<file path="src/rtl/network_mac_fxp_pipe.sv">
// Three-stage fixed-point multiply-accumulate: product register, group accumulator,
// and a rounded/saturated output register behind a valid/ready handshake.
module network_mac_fxp_pipe #(
  parameter int ID         = 1,
  parameter int din0_WIDTH = 16,
  parameter int din1_WIDTH = 16,
  parameter int dout_WIDTH = 16,
  parameter int FRAC_BITS  = 8,
  parameter int ACC_LEN    = 9
) (
  input  logic                         clk,
  input  logic                         reset,
  input  logic                         ce,
  input  logic signed [din0_WIDTH-1:0] din0,
  input  logic signed [din1_WIDTH-1:0] din1,
  input  logic                         in_valid,
  output logic                         in_ready,
  output logic signed [dout_WIDTH-1:0] dout,
  output logic                         dout_sat,
  output logic                         out_valid,
  input  logic                         out_ready
);

  localparam int PW     = din0_WIDTH + din1_WIDTH;
  localparam int AW     = PW + $clog2(ACC_LEN) + 1;
  localparam int RW     = AW + 1;
  localparam int CW     = (ACC_LEN > 1) ? $clog2(ACC_LEN) : 1;
  localparam int RND_SH = (FRAC_BITS > 0) ? FRAC_BITS - 1 : 0;

  localparam logic [CW-1:0]               LAST = CW'(ACC_LEN - 1);
  localparam logic signed [RW-1:0]        RND  = (FRAC_BITS > 0) ? (RW'(1) <<< RND_SH) : '0;
  localparam logic signed [dout_WIDTH-1:0] OMAX = {1'b0, {(dout_WIDTH-1){1'b1}}};
  localparam logic signed [dout_WIDTH-1:0] OMIN = {1'b1, {(dout_WIDTH-1){1'b0}}};
  localparam logic signed [RW-1:0]        RMAX = RW'(OMAX);
  localparam logic signed [RW-1:0]        RMIN = RW'(OMIN);

  logic                         v1_q, v1_d;
  logic signed [PW-1:0]         p1_q, p1_d;
  logic signed [AW-1:0]         acc_q, acc_d;
  logic [CW-1:0]                cnt_q, cnt_d;
  logic                         done_q, done_d;
  logic signed [dout_WIDTH-1:0] dout_q, dout_d;
  logic                         sat_q, sat_d;
  logic                         out_valid_q, out_valid_d;

  logic                         adv;
  logic signed [AW-1:0]         p1_ext;
  logic signed [RW-1:0]         rounded;

  // NOTE: combinational next-state logic uses blocking '=' with every _d defaulted
  // to its _q first, so no path can infer a latch; only always_ff uses '<='.
  always_comb begin
    in_ready    = ~out_valid_q | out_ready;
    adv         = ce & in_ready;
    p1_ext      = AW'(p1_q);
    rounded     = (RW'(acc_q) + RND) >>> FRAC_BITS;

    v1_d        = v1_q;
    p1_d        = p1_q;
    acc_d       = acc_q;
    cnt_d       = cnt_q;
    done_d      = done_q;
    dout_d      = dout_q;
    sat_d       = sat_q;
    out_valid_d = out_valid_q;

    if (adv) begin
      v1_d   = in_valid;
      p1_d   = PW'(din0) * PW'(din1);
      done_d = v1_q && (cnt_q == LAST);
      if (v1_q) begin
        acc_d = (cnt_q == '0) ? p1_ext : acc_q + p1_ext;
        cnt_d = (cnt_q == LAST) ? '0 : cnt_q + CW'(1);
      end
      // acc_q still holds the finished group here even if a new group loads it now.
      out_valid_d = done_q;
      if (done_q) begin
        if (rounded > RMAX) begin
          dout_d = OMAX;
          sat_d  = 1'b1;
        end else if (rounded < RMIN) begin
          dout_d = OMIN;
          sat_d  = 1'b1;
        end else begin
          dout_d = rounded[dout_WIDTH-1:0];
          sat_d  = 1'b0;
        end
      end
    end
  end

  always_ff @(posedge clk) begin
    if (reset) begin
      v1_q        <= 1'b0;
      acc_q       <= '0;
      cnt_q       <= '0;
      done_q      <= 1'b0;
      dout_q      <= '0;
      sat_q       <= 1'b0;
      out_valid_q <= 1'b0;
    end else begin
      v1_q        <= v1_d;
      acc_q       <= acc_d;
      cnt_q       <= cnt_d;
      done_q      <= done_d;
      dout_q      <= dout_d;
      sat_q       <= sat_d;
      out_valid_q <= out_valid_d;
    end
  end

  // NOTE: the product register is pure datapath qualified by v1_q, so it carries
  // no reset.
  always_ff @(posedge clk) begin
    p1_q <= p1_d;
  end

  assign dout      = dout_q;
  assign dout_sat  = sat_q;
  assign out_valid = out_valid_q;

endmodule

</file>
<file path="config.mk">
export PLATFORM = sky130hd
export DESIGN_NAME = network_mac_fxp_pipe
export DESIGN_NICKNAME = d
export VERILOG_FILES = /design/src/rtl/network_mac_fxp_pipe.sv
export SDC_FILE = /design/constraint.sdc
export NUM_CORES = 1
export LEC_CHECK = 0
export BUFFER_PORTS_ARGS = -buffer_cell sky130_fd_sc_hd__buf_2
export CAP_MARGIN = 20
export CORE_UTILIZATION = 50
export CTS_BUF_LIST = sky130_fd_sc_hd__clkbuf_4 sky130_fd_sc_hd__clkbuf_8 sky130_fd_sc_hd__clkbuf_16
export DETAILED_ROUTE_END_ITERATION = 16
export GPL_TIMING_DRIVEN = 0
export PLACE_DENSITY = 0.71
export SLEW_MARGIN = 20
export SYNTH_ARGS = -nofsm -noshare
export SYNTH_HDL_FRONTEND = slang
export SYNTH_SLANG_ARGS = --single-unit
</file>
<file path="constraint.sdc">
create_clock -name clk -period 11.05 [get_ports clk]
set_input_delay 2.21 -clock clk [delete_from_list [all_inputs] [get_ports clk]]
set_output_delay 2.21 -clock clk [all_outputs]
set_load 0.005 [all_outputs]
</file>
## Word-level counts from Yosys, hierarchy flattened

Index checks and enable logic that the tools add are counted.

| word-level totals | value |
|---|---|
| register bits after elaboration | 93 |
| output and inout bits | 19 |
| logic and storage cells | 28 |

| operators by class | value |
|---|---|
| $add $sub $neg | 3 |
| multiply operators | 1 |
| order comparisons | 2 |
| eq/ne operators | 1 |
| muxes and demuxes | 6 |
| bitwise gates (word level) | 3 |
| reductions and logical operators | 4 |

Operator list:

| cell | number |
|---|---|
| 37-bit by 9-bit adder with 38-bit output (second input constant) | 1 |
| 37-bit by 32-bit adder with 37-bit output | 1 |
| 37-bit two-way mux | 1 |
| 16-bit by 16-bit multiplier with 32-bit output | 1 |
| 16-bit two-way mux | 2 |
| 30-bit by 16-bit greater-than comparator with 1-bit output (second input constant) | 1 |
| 30-bit by 16-bit less-than comparator with 1-bit output (second input constant) | 1 |
| 4-bit by 1-bit adder with 4-bit output (second input constant) | 1 |
| 4-bit equality test (second input constant) | 1 |
| 4-bit zero test | 1 |
| 4-bit two-way mux | 1 |
| 2-bit AND reduction | 2 |
| 1-bit two-way mux | 2 |
| 1-bit AND | 1 |
| 1-bit logical AND | 1 |
| 1-bit NOT | 1 |
| 1-bit OR | 1 |

## Depth between registers and ports, before layout

| depth | value |
|---|---|
| word-level depth | 4 |
| depth in mapped cells | 24 |
| mapped depth without buffers | 23 |

## Worst setup path after synthesis

No wires, ideal clock.

| timing path | value |
|---|---|
| path type | input-to-reg |
| start | in din1[15] |
| end | reg p1_q[31] (data pin) |
| library setup time | 260 ps |
| arrival | 7,930 ps |
| slack | 2,860 ps |
| cell stages on the path | 21 |
| cell sequence | inv_1 > buf_1 > nor2_1 > fa_1 > fa_1 > fa_1 > fa_1 > fa_1 > inv_1 > fa_1 > inv_1 > ha_1 > a211oi_1 > o21ai_1 > a221oi_1 > a2bb2oi_1 > a31oi_1 > a2111oi_0 > o21bai_1 > a21oi_1 > xnor2_1 |

| between the ends | value |
|---|---|
| word-level cells in the longest chain between the ends | 1 |

RTL lines:

| item | line | source |
|---|---|---|
| start: declaration | 15 | `input logic signed [din1_WIDTH-1:0] din1,` |
| 16-bit by 16-bit multiplier with 32-bit output | 69 | `p1_d = PW'(din0) * PW'(din1);` |
| end signal: assignment | 115 | `p1_q <= p1_d;` |
| end: declaration | 38 | `logic signed [PW-1:0] p1_q, p1_d;` |

No other way between the ends.
A chain may end at the register's enable or synchronous reset.

## Worst setup path after layout

| timing path | value |
|---|---|
| start | in din0[15] |
| end | reg p1_q[31] (data pin) |

| between the ends | value |
|---|---|
| word-level cells in the longest chain between the ends | 1 |

RTL lines:

| item | line | source |
|---|---|---|
| start: declaration | 14 | `input logic signed [din0_WIDTH-1:0] din0,` |
| 16-bit by 16-bit multiplier with 32-bit output | 69 |  |

No other way between the ends.

==> impl_metrics.toml <==
[sta]
rsz0062_at_grt = "false"
min_period_ps = 8750
finalMaxSlewViolations = 0
max_freq_mhz = 114
tightest_slew_ps = 830
skew_ps = 12.4
hold_viol = 0
setup_viol = 0
finalCritPeriodShare = 0.792
maxSlewHeadroom = 0.442
final.setup.tns_ps = 0

[die]
fp.dieW_um = 181
dieArea_um2 = 32600
coreArea_um2 = 31500
start_util = 0.507
io_pins = 56
rows = 65
fp.dieH_um = 181

[setup_path]
cp-start-kind = "input pin"
path_max_fanout = 10
crit_arrival_ps = 8830
crit_type = "in2reg"
required_ps = 11130
r2r_cells = 12
end_kind = "flip-flop"

[synth]
yosys.area.top_type = "fa_1"
synth_sequential_area_ratio = 0.137
mappedNetlistArea_um2 = 15900
synth_edf_count = 32
netlist-cell-type-count = 79
synth_fp_nets = 2225
synthCells = 1804
yosysWarningCount = 0
synth_area_per_cell_um2 = 8.84
synthTopCellsByArea = "fa_1 (33%), ha_1 (9.5%), inv_1 (8.0%)"
yosys.area.top_type_share = 0.330
async_reset_ff_frac = 0
ys.flop_type = "dfxtp_1"
synth_seq_cells = 93

[drt]
routedWlPerCell_um = 16.7
viasPerCell = 5.47
vias = 12500
dr.first_iter.drc_count = 788
antenna_left = 0
firstDrtPassIters = 5
routed_wirelength_um = 38000
drc = 0

[cells_and_area]
fillCellCount = 2880
antenna_cells = 0
layout_commonest_cell = "inv_1"
final_cell_mix = "inv_1 (340), fa_1 (263), nand2_1 (203)"
syn_to_final_growth_pct = 6.75
utilization = 0.541
fin_nets = 2291
layout-drive-gt1-share = 0.0539
fin_area_um2 = 17000

[global_routing]
grt_pass1_vias = 12600
gr-total-overflow = 0
antenna_found_initial = 0
grt_start_max_net_pins = 39
grtUsageTotal = 0.243
grt_pass1_wl_um = 63700

[clocking]
path_clk_slew_ps = 70
clock_latency_ps = 350
cts_root_buffer = "clkbuf_16"
cts_tree = "done"
cts_buffers = 9
htree_levels = 3
holdBufCountCts = 0
cts_buffer_depth = 2
cts_setup_buffers = 0
clock-sinks = 93
ctsResizeCount = 0

[placed_design]
placedInstanceArea_um2 = 16700
dp_hpwl_um = 32100
portBuffers = 55
gp_congestion = 0.995

[min_path]
hold_path_class = "reg2reg"
holdPathStages = 1

[run]
max_cap_violations = 0

[status]
status = "finished clean"
layout make-up:
type / count / area, µm² / share of cell area
Clock inverter: 7 / 72.6 / 0.00426
Timing Repair Buffer: 55 / 275 / 0.0162
Tap cell: 402 / 503 / 0.0295
Buffer: 68 / 295 / 0.0173
Inverter: 341 / 1280 / 0.0752
Multi-Input combinational cell: 1302 / 12200 / 0.716
Clock buffer: 9 / 225 / 0.0132
Sequential cell: 93 / 2180 / 0.128
logic make-up after synthesis:
| family | share of synthesized area |
|---|---|
| AOI/OAI and AO/OA | 0.128 |
| xor gates and xnor gates | 0.0428 |
| adders and majority gates | 0.425 |
| buffers and inverters | 0.0988 |
| DFF | 0.137 |
| muxes | 0.00455 |
| and+or+nand+nor | 0.164 |
metal layers:
layer | up-vias | track usage | wire length [µm]
li1 | 5932 | - | -
met4 | 0 | 0.0735 | 1190
met1 | 6083 | 0.330 | 17200
met3 | 77 | 0.0325 | 2080
met2 | 366 | 0.406 | 17500
met5 | - | 0 | 0
synth_stat cells (all sizes together) (3+ instances only):
cell and number:
inv 341, fa 263, nand2 203, and2 127, ha 121, nor2 94, a21oi 72, dfxtp 61
o21ai 60, clkbuf 55, xnor2 45, xor2 33, edfxtp 32, nand3 28, a21o 27, a211oi 25
nor3 20, a311oi 17, a221o 15, a31oi 13, and3 12, buf 12, nand2b 11, o21bai 10
o31ai 10, o211ai 9, o21a 8, or3 7, and4 6, a221oi 5, mux2i 5, nand4 5
a2111oi 4, a21boi 4, nor2b 4, nand3b 3, o31a 3
sequential cells by signal, indices dropped and copies added, names as in the netlist:
register   cells
dout          16
p1_q          32
cnt_q          4
out_valid      1
acc_q         37
dout_sat       1
v1_q           1
done_q         1
worst max-delay path, stage by stage:
cell and delay (ps):
buf_2 160, clkbuf_1 420, nand2_1 180, inv_1 160, fa_1 470, inv_1 220
fa_1 430, inv_1 90, fa_1 460, fa_1 480, fa_1 540, inv_1 50
fa_1 520, inv_1 40, ha_1 380, a211oi_1 220, o21ai_1 100, a221oi_1 360
a2bb2oi_1 250, a31oi_1 210, a2111oi_0 460, o21bai_1 130, a21oi_1 180, xnor2_1 90
worst paths after layout:
kind                            slack [ps]         to  startpoint
worst max-delay path                  2300   p1_q[31]    din0[15]
worst min-delay path                   480    dout[0]     dout[0]
worst max register to register        7430  acc_q[30]     p1_q[0]
worst min register to register         480    dout[0]     dout[0]
through the flow:
step | setup WS, ps | hold WS [ps] | instances
finish | 2300 | 478 | 2277
global route | 1790 | 501 | 2277
CTS | 2230 | 482 | 2277
detailed placement | 1860 | 465 | 2261
global placement | 1930 | 458 | 2261
floorplan | 2860 | 458 | 1804
Power is not shown: default switching activity piles up to over one toggle a cycle in this logic, so the estimate is an artifact.
